==> config.mk <==
export PLATFORM = sky130hd
export DESIGN_NAME = freq_gate_counter
export DESIGN_NICKNAME = d
export VERILOG_FILES = /design/src/rtl/freq_gate_counter.sv
export SDC_FILE = /design/constraint.sdc
export NUM_CORES = 1
export LEC_CHECK = 0
export ABC_AREA = 1
export CAP_MARGIN = 0
export CORE_MARGIN = 5
export CORE_UTILIZATION = 40
export DETAILED_ROUTE_END_ITERATION = 10
export PLACE_DENSITY = 0.65
export SYNTH_ARGS = -nofsm -noshare
export SYNTH_HDL_FRONTEND = slang
export SYNTH_SLANG_ARGS = --single-unit
==> constraint.sdc <==
create_clock -name Clock -period 4.6 [get_ports Clock]
set_input_delay 1.38 -clock Clock [delete_from_list [all_inputs] [get_ports Clock]]
set_output_delay 1.38 -clock Clock [all_outputs]
set_load 0.02 [all_outputs]
==> src/rtl/freq_gate_counter.sv <==
`timescale 1ns/1ps
// freq_gate_counter
//
// Edge-counting frequency measurement stage. The asynchronous in_wave is
// brought into the Clock domain through a two-flop synchroniser plus a
// history flop, and its rising edges are counted over a programmable gate
// window of Clock cycles. A start/done handshake returns the count.
//
// Ports:
//   Clock        system clock, all registers on its rising edge
//   nReset       asynchronous active-low reset
//   in_wave      asynchronous measured signal (mux out_wave)
//   start        request a measurement, sampled only in IDLE
//   abort        cancel a measurement in SETTLE or GATE
//   gate_cycles  gate length in Clock cycles, latched on accepted start
//   busy         high while in SETTLE or GATE
//   done         one-cycle pulse when freq_count/overflow are updated
//   freq_count   rising edges counted in the last completed gate
//   overflow     last completed gate saturated the counter
module freq_gate_counter #(
  parameter int COUNT_WIDTH = 24,
  parameter int GATE_WIDTH  = 32
) (
  input  logic                   Clock,
  input  logic                   nReset,
  input  logic                   in_wave,
  input  logic                   start,
  input  logic                   abort,
  input  logic [GATE_WIDTH-1:0]  gate_cycles,
  output logic                   busy,
  output logic                   done,
  output logic [COUNT_WIDTH-1:0] freq_count,
  output logic                   overflow
);

  typedef enum logic [1:0] {
    IDLE   = 2'd0,
    SETTLE = 2'd1,
    GATE   = 2'd2,
    DONE   = 2'd3
  } state_t;

  state_t state, state_next;

  // Synchroniser and edge history
  logic s1, s2, prev;
  logic rise;

  // Measurement datapath
  logic                   settle_cnt, settle_next;
  logic [GATE_WIDTH-1:0]  timer, timer_next;
  logic [COUNT_WIDTH-1:0] cnt, cnt_next;
  logic                   acc, acc_next;
  logic                   load_result;

  // Registered output decode
  logic busy_next, done_next;

  assign rise = s2 & ~prev;

  always_ff @(posedge Clock or negedge nReset) begin
    if (!nReset) begin
      s1   <= 1'b0;
      s2   <= 1'b0;
      prev <= 1'b0;
    end else begin
      s1   <= in_wave;
      s2   <= s1;
      prev <= s2;
    end
  end

  always_ff @(posedge Clock or negedge nReset) begin
    if (!nReset) begin
      state      <= IDLE;
      settle_cnt <= 1'b0;
      timer      <= '0;
      cnt        <= '0;
      acc        <= 1'b0;
    end else begin
      state      <= state_next;
      settle_cnt <= settle_next;
      timer      <= timer_next;
      cnt        <= cnt_next;
      acc        <= acc_next;
    end
  end

  // busy/done are decoded from the next state and registered so that they
  // line up with the state they describe without a combinational path.
  always_ff @(posedge Clock or negedge nReset) begin
    if (!nReset) begin
      busy       <= 1'b0;
      done       <= 1'b0;
      freq_count <= '0;
      overflow   <= 1'b0;
    end else begin
      busy <= busy_next;
      done <= done_next;
      if (load_result) begin
        // Load the post-update values so a rise in the final gate cycle counts.
        freq_count <= cnt_next;
        overflow   <= acc_next;
      end
    end
  end

  always_comb begin
    state_next  = state;
    settle_next = settle_cnt;
    timer_next  = timer;
    cnt_next    = cnt;
    acc_next    = acc;
    load_result = 1'b0;

    unique case (state)
      IDLE: begin
        if (start) begin
          state_next  = SETTLE;
          settle_next = 1'b0;
          timer_next  = gate_cycles;
          cnt_next    = '0;
          acc_next    = 1'b0;
        end
      end

      SETTLE: begin
        // Two cycles flush stale synchroniser state after a channel change.
        if (abort) begin
          state_next = IDLE;
        end else if (settle_cnt) begin
          if (timer == '0) begin
            state_next  = DONE;
            load_result = 1'b1;
          end else begin
            state_next = GATE;
          end
        end else begin
          settle_next = 1'b1;
        end
      end

      GATE: begin
        if (abort) begin
          state_next = IDLE;
        end else begin
          if (rise) begin
            if (cnt == '1) acc_next = 1'b1;
            else           cnt_next = cnt + COUNT_WIDTH'(1);
          end
          timer_next = timer - GATE_WIDTH'(1);
          if (timer == GATE_WIDTH'(1)) begin
            state_next  = DONE;
            load_result = 1'b1;
          end
        end
      end

      DONE: begin
        state_next = IDLE;
      end

      default: begin
        state_next = IDLE;
      end
    endcase
  end

  always_comb begin
    busy_next = (state_next == SETTLE) || (state_next == GATE);
    done_next = (state_next == DONE);
  end

endmodule

Word level (Yosys, flattened, before mapping)
Index checks and enable logic that the tools add are counted.
{"block": "totals", "register_bits": 90, "inputBits": 37, "out_inout_bits": 27, "wordCells": 63}
{"block": "op_classes", "add_sub_neg": 2, "n_eq_ne": 11, "mux": 29, "bitwise": 2, "n_reduce_logical": 7}
{"cell": "24-bit two-way mux", "count": 4}
{"cell": "32-bit two-way mux", "count": 2}
{"cell": "32-bit one-hot mux with 2 select lines", "count": 1}
{"cell": "24-bit one-hot mux with 2 select lines", "count": 1}
{"cell": "32-bit by 1-bit equality test with 1-bit output, second input constant", "count": 1}
{"cell": "32-bit logical NOT", "count": 1}
{"cell": "32-bit by 1-bit subtractor with 32-bit output, second input constant", "count": 1}
{"cell": "24-bit by 1-bit adder with 24-bit output, second input constant", "count": 1}
{"cell": "24-bit equality test, second input constant", "count": 1}
{"cell": "1-bit two-way mux", "count": 12}
{"cell": "2-bit two-way mux", "count": 5}
{"cell": "2-bit equality test, second input constant", "count": 4}
{"cell": "2-bit one-hot mux with 4 select lines", "count": 1}
{"cell": "2-bit != test, second input constant", "count": 3}
{"cell": "1-bit one-hot mux with 2 select lines", "count": 3}
{"cell": "3-bit AND reduction", "count": 2}
{"cell": "2-bit by 1-bit equality test with 1-bit output, second input constant", "count": 2}
{"cell": "2-bit nonzero test", "count": 2}
{"cell": "2-bit logical NOT", "count": 1}
{"cell": "1-bit AND", "count": 1}
{"cell": "1-bit logical OR", "count": 1}
{"cell": "1-bit NOT", "count": 1}

Logic depth before layout (Yosys ltp)
Gate-level depths: netlist of run 1.
{"block": "depth", "depth_word": 7, "depth_mapped": 14}

Worst setup path after synthesis of run 1
Ideal clock, no wire load.
{"block": "synth_path", "path_type": "input-to-reg", "startpoint": "in abort", "endpoint": "reg cnt[17]", "setup_ns": 0.119, "arrival_ns": 2.351, "t_required_ns": 4.481, "setup_slack_ns": 2.130, "path_stages": 8, "n_path_buf": 0, "path_cell_list": "inv_1 -> nand3_1 -> nor2_1 -> and3_1 -> nand2_1 -> o21ai_2 -> nand2_1 -> and2_1"}
{"block": "synth_between", "elab_chain_len": 2}
{"element": "start: declaration", "line": "28", "rtl": "input logic abort,"}
{"element": "24-bit two-way mux", "line": "144", "rtl": "if (abort) begin"}
{"element": "24-bit one-hot mux with 2 select lines", "line": "116", "rtl": "unique case (state)"}
{"element": "named net cnt_next[17]", "line": "52", "rtl": "logic [COUNT_WIDTH-1:0] cnt, cnt_next;"}
{"element": "end signal: assignment", "line": "84", "rtl": "cnt <= cnt_next;"}
{"element": "end: declaration", "line": "52"}
The timed path passes the listed nets, and every way through them passes these cells.
A chain may end at the register's enable or synchronous reset.

Worst setup path in the final report of run 1
{"block": "layout_path", "startpoint": "in start", "endpoint": "reg timer[19]"}
{"block": "layout_between", "elab_chain_len": 2}
{"element": "start: declaration", "line": "27", "rtl": "input logic start,"}
{"element": "2-bit != test (no line)"}
{"element": "3-bit AND reduction (no line)"}
{"element": "end signal: assignment", "line": "83", "rtl": "timer <= timer_next;"}
{"element": "end: declaration", "line": "51", "rtl": "logic [GATE_WIDTH-1:0] timer, timer_next;"}
Every way passes these cells.

==> out/qor.csv, run 1 <==
metric,value,unit
drtIter0Drc,295,
multi_input_area,0.00274,sq mm
cellLeakagePower,2.95,nW
p_clk_share,23.1,%
clk_latency,350,ps
drc_errors,0,
fin_util,48.8,%
post_cts_resize_count,0,
async_flop_share,100,%
die_height,127,microns
vdd_drop_max,0.309,mV
critPathArrivalTime,3380,ps
ys_ff_latch,90,
seqPwrFrac,37.4,%
synth_common_cells,"nand2_1 (215), dfrtp_1 (90), nor2_1 (82)",
layout.filler_cells,1365,
rows,42,
synth_area_leaders,"dfrtp_1 (41%), nand2_1 (15%), o21ai_0 (5.9%)",
area_delta_synth_final,19.4,%
die_area,0.0160,sq mm
grt_max_degree,67,
worst_pin_slew,718,ps
critical_path_class,in2reg,
synth_top_area_cell,dfrtp_1,
powerDensity,470,mW/mm^2
antenna_left,0,
htree_levels,3,
synth-edff-count,0,
wl_per_cell,14.2,microns
slowest_delay,500,ps
cp-end-kind,flip-flop,
final-seq-area,0.00225,sq mm
cts.sink_count,90,
critPathSlowestCell,clkdlybuf4s50_1,
top_level_ports,64,
clock_path_buffers,2,
synthCells,758,
swShare,43.0,%
port-buffer-count,63,
cts.clk_slew.worst_paths,70,ps
via_per_inst,5.11,
cts_made_buffers,9,
worstSetupStartpointType,input port,
avgSynthCellArea,7.17,sq um
worst_slew_margin_rel,52.1,%
gp_congestion,0.888,
min_period,3110,ps
path_cells,"clkdlybuf4s50_1, nor2_4, inv_1, nand2_2, a21oi_4, buf_4, o21ai_0, o22ai_1",
holdWs,353,ps
drive_above_1_share,7.44,%
synth-seq-area-share,41.5,%
tritoncts,done,
grt_setup_unrepaired,false,
holdBufCountCts,0,
start_util,40.9,%
p_sw,1.31,mW
yosysMostFrequentCell,nand2_1,
critPathRequiredTime,4870,ps
fin_crit_sh,67.6,%
core_region_area,0.0133,sq mm
place_area,0.00621,sq mm
setup_tns,0,ps
clockRootBuffer,clkbuf_16,
grt_pass1_wl,24.0,mm
n_antenna_cell,0,
via_count,5086,
clock-skew-final,11.2,ps
synth.top_cell.area_share,41.5,%
finalMaxSlewViolations,0,
dpl.hpwl,10.1,mm
ys_types,45,
intPower,1.74,mW
final_area,0.00649,sq mm
synth.cell_area,0.00543,sq mm
postCtsSetupBuffers,0,
ys_warn_count,0,
grt_usage,18.2,%
fin_nets,860,
status,finished clean,
fmaxAchievable,322,MHz
antenna_found_initial,0,
synth_ff_type,dfrtp_1,
grt_pass1_vias,4926,
combPwrFrac,39.5,%
firstDrtPassIters,5,
max_cap_viol_count,0,
mappedNetlistNets,803,
grt_overflow,0,
wl,14.1,mm
finalHoldViolations,0,
cp_max_fo,28,
worstHoldPathType,reg2reg,
setup_viol,0,
die_x,127,microns
-- power groups by stage --
stage               clock network, mW  registers, mW  logic, mW
floorplan                           0           1.10      0.923
global placement                    0           1.15       1.19
detailed placement                  0           1.15       1.20
CTS                             0.720           1.14       1.21
global route                    0.751           1.17       1.39
finish                          0.704           1.14       1.20
-- routing by layer --
metal  share of wire, %  vias to the layer above  global-route usage [%]
met2                 45                      126                    28.1
met4                1.7                        0                    4.67
met3                4.8                       18                    4.25
met5                  0                        -                       0
li1                   -                     2605                       -
met1                 48                     2337                    25.9
-- path summary, 6_finish.rpt --
| kind | start | endpoint | slack, ps | cells after the start |
|---|---|---|---|---|
| worst max register to register | state[1] | timer[19] | 2170 | 10 |
| worst min-delay path | s1 | s2 | 350 | 0 |
| min in group asynchronous | nReset | timer[0] | 1040 | 1 |
| worst min register to register | s1 | s2 | 350 | 0 |
| worst max-delay path | start | timer[19] | 1490 | 8 |
| max in group asynchronous | nReset | timer[21] | 2810 | 2 |
-- per-stage QoR --
| step | total power [mW] | setup WS (ps) | std cells |
|---|---|---|---|
| floorplan | 2.03 | 2130 | 758 |
| global placement | 2.34 | 1170 | 980 |
| detailed placement | 2.35 | 1120 | 980 |
| CTS | 3.06 | 1490 | 996 |
| global route | 3.31 | 1330 | 996 |
| finish | 3.05 | 1490 | 996 |
-- layout make-up --
class | instances | share of cell area (%)
multi-input cells | 559 | 42.2
well taps | 176 | 3.40
inverters | 86 | 4.98
clock inverters | 7 | 0.829
repair buffers | 69 | 10.4
clock buffers | 9 | 3.47
flip-flops and latches | 90 | 34.7
-- worst max-delay path, delay by kind of cell --
| kind | cells | cell delay [ps] |
|---|---|---|
| AOI/OAI and AO/OA | 3 | 690 |
| and+or+nand+nor | 2 | 320 |
| buffers and inverters | 3 | 970 |
-- kinds of logic after synthesis --
group                      Yosys count  synth area share (%)
and+or+nand+nor                    411                  32.9
xor gates and xnor gates             4                 0.645
AOI/OAI and AO/OA                  136                  15.0
buffers and inverters              109                  8.18
DFF                                 90                  41.5
adders and majority gates            8                  1.84
-- placed cells by master, fill, tap and decap left out, drive strengths merged --
cell type	instances
ha	8
clkbuf	9
and3	1
xor2	3
o21bai	5
buf	7
nor4	2
nor2	94
dfrtp	90
nand4	18
nand2	221
a21oi	20
nor3b	1
nand3b	1
inv	87
clkdlybuf4s50	62
a22oi	4
nand3	57
o21ai	71
a21boi	5
a221oi	2
a32o	2
xnor2	1
a31o	3
o31ai	2
o22ai	12
a31oi	1
o211ai	7
o21a	2
clkinv	6
nor3	11
and2	5
-- registers in the layout, indices dropped and copies added (netlist names) --
| signal | cells |
|---|---|
| acc | 1 |
| busy | 1 |
| cnt | 24 |
| done | 1 |
| freq_count | 24 |
| overflow | 1 |
| prev | 1 |
| s1 | 1 |
| s2 | 1 |
| settle_cnt | 1 |
| state | 2 |
| timer | 32 |
No activity file was read; power rests on OpenSTA's default activity.
==> inputs of run 2 (changes only) <==
==> constraint.sdc (replaced) <==
create_clock -name Clock -period 3.3 [get_ports Clock]
set_input_delay 0.99 -clock Clock [delete_from_list [all_inputs] [get_ports Clock]]
set_output_delay 0.99 -clock Clock [all_outputs]
set_load 0.02 [all_outputs]
==> run 2 against run 1 <==
Flip-flop and latch count stayed put. Sequential power rose by 39%. Combinational power is 45% higher. Non-clock buffer count increased by 3. Clock skew increased by 4.3 ps. Total power grew 42%. First-iteration DRC count is 37% higher. Cell count rose by 0.30%. Routed wire length is 0.77% higher. Critical endpoint is now freq_count[18].
==> out/qor.csv, run 2 (synthesis gave the netlist of run 1 again) <==
metric,value,unit,change
cellLeakagePower,2.96,nW,was 2.95 nW
dpl.hpwl,10.4,mm,was 10.1 mm
finalMaxSlewViolations,0,,unchanged
fin_util,49.1,%,was 48.8%
setup_tns,0,ps,unchanged
critical_path_class,in2reg,,unchanged
clockRootBuffer,clkbuf_16,,unchanged
critical_path_buf_inv_count,3,,unchanged
n_antenna_cell,0,,unchanged
layout_common_cells,"nand2_1 (215), dfrtp_1 (90), nor2_1 (82), inv_1 (79), o21ai_0 (64)",,unchanged
wl_per_cell,14.3,microns,was 14.2 microns
post_cts_resize_count,0,,unchanged
clk_latency,350,ps,about the same
gp_congestion,0.910,,was 0.888
critPathSlowestCell,clkdlybuf4s50_1,,unchanged
htree_levels,3,,unchanged
multi_input_area,0.00274,sq mm,unchanged
clock-skew-final,15.4,ps,was 11.2 ps
die_x,127,microns,unchanged
rows,42,,unchanged
largest_reg_flops,32,,unchanged
drtIter0Drc,404,,was 295
layout.filler_cells,1287,,was 1365
vdd_drop_max,0.405,mV,was 0.309 mV
cts.sink_count,90,,unchanged
grt_max_degree,55,,was 67
firstDrtPassIters,5,,unchanged
port-buffer-count,63,,unchanged
drc_errors,0,,unchanged
via_per_inst,5.17,,was 5.11
holdBufCountCts,0,,unchanged
worstHoldPathType,reg2reg,,unchanged
min_period,2580,ps,
cp_top_family,buffers and inverters,,unchanged
fin_crit_sh,78.1,%,
top_register,timer,,unchanged
core_region_area,0.0133,sq mm,unchanged
area_delta_synth_final,20.1,%,was 19.4%
antenna_left,0,,unchanged
cts.clk_slew.worst_paths,60,ps,was 70 ps
tritoncts,done,,unchanged
via_count,5166,,was 5086
grt_overflow,0,,unchanged
wl,14.2,mm,was 14.1 mm
powerDensity,663,mW/mm^2,was 470 mW/mm^2
finalHoldViolations,0,,unchanged
worst_slew_margin_rel,61.1,%,was 52.1%
reg_top3,"timer: 32 flops, cnt: 24 flops, freq_count: 24 flops",,unchanged
worstSetupStartpointType,input port,,unchanged
grt_usage,18.3,%,was 18.2%
final-seq-area,0.00225,sq mm,unchanged
top_level_ports,64,,unchanged
fmaxAchievable,388,MHz,
grt_pass1_wl,23.9,mm,was 24.0 mm
drive_above_1_share,7.65,%,was 7.44%
crit_path_frequent_cell,nand2_1,,
cp-end-kind,flip-flop,,unchanged
cts_made_buffers,9,,unchanged
grt_pass1_vias,4854,,was 4926
fin_nets,863,,was 860
path_cells,"clkdlybuf4s50_1, inv_1, nand2_1, nor4_1, o21ai_2, nor2_4, inv_2, nand2_1, o21ai_0",,"was clkdlybuf4s50_1, nor2_4, inv_1, nand2_2, a21oi_4, buf_4, o21ai_0, o22ai_1"
setup_viol,0,,unchanged
critPathArrivalTime,2790,ps,was 3380 ps
slowest_delay,480,ps,was 500 ps
worst_pin_slew,584,ps,was 718 ps
max_cap_viol_count,0,,unchanged
clock_path_buffers,2,,unchanged
postCtsSetupBuffers,0,,unchanged
holdWs,347,ps,was 353 ps
final_common_cell,nand2_1,,unchanged
p_total,4.32,mW,was 3.05 mW
status,finished clean,,unchanged
grt_setup_unrepaired,false,,unchanged
antenna_found_initial,0,,unchanged
critPathRequiredTime,3510,ps,was 4870 ps
start_util,40.9,%,unchanged
die_area,0.0160,sq mm,unchanged
cp_max_fo,29,,was 28
die_height,127,microns,unchanged
run 2: changes by cell type in the layout (fill, tap and decap cells not counted):
cell        previous run  this run
clkinv_4               4         1
buf_4                  7         9
clkbuf_8               0         2
buf_12                 0         1
clkbuf_1               0         1
clkinvlp_4             0         1
inv_6                  1         0
run 2: worst reg2reg max path, stage by stage (launching register included):
cell and delay, ps:
dfrtp_1 400, inv_1 120, ha_2 580, nor2_2 240, inv_2 160, nand2_2 80
a21oi_4 330, inv_2 210, a21oi_1 160, nand2_1 60, o21ai_0 70, inv_1 60
run 2: path summary, 6_finish.rpt:
path | start | end | slack (ps) | cells past startpoint
max in group asynchronous | nReset | freq_count[7] | 2040 | 2
min | s1 | s2 | 350 | 0
max | abort | freq_count[18] | 720 | 9
min in group asynchronous | nReset | timer[1] | 590 | 1
max reg2reg | state[0] | timer[11] | 740 | 11
min reg2reg | s1 | s2 | 350 | 0
run 2: report_power, final:
part	internal, mW	switching (mW)	total (mW)
clock	0.551	0.442	0.993
combinational	0.597	1.14	1.74
sequential	1.34	0.251	1.59
run 2: layer usage:
layer	track usage, %	vias to the layer above	share of wire, %
li1	-	2611	-
met3	4.54	11	4.0
met4	4.92	0	1.2
met1	26.3	2444	51
met5	0	-	0
met2	27.6	100	44
run 2: per-stage QoR:
stage	area [sq um]	instances	worst slack, ps
after floorplan	5430	758	1220
after global placement	6240	983	405
after detailed placement	6240	983	343
after CTS	6530	999	715
after global routing	6530	999	457
final	6530	999	724
run 2: final cells by class:
class / instances / area share, %
repair buffers: 72 / 10.9
clock buffers: 12 / 3.93
multi-input cells: 559 / 42.0
well taps: 176 / 3.37
flip-flops and latches: 90 / 34.5
clock inverters: 4 / 0.403
inverters: 86 / 4.95
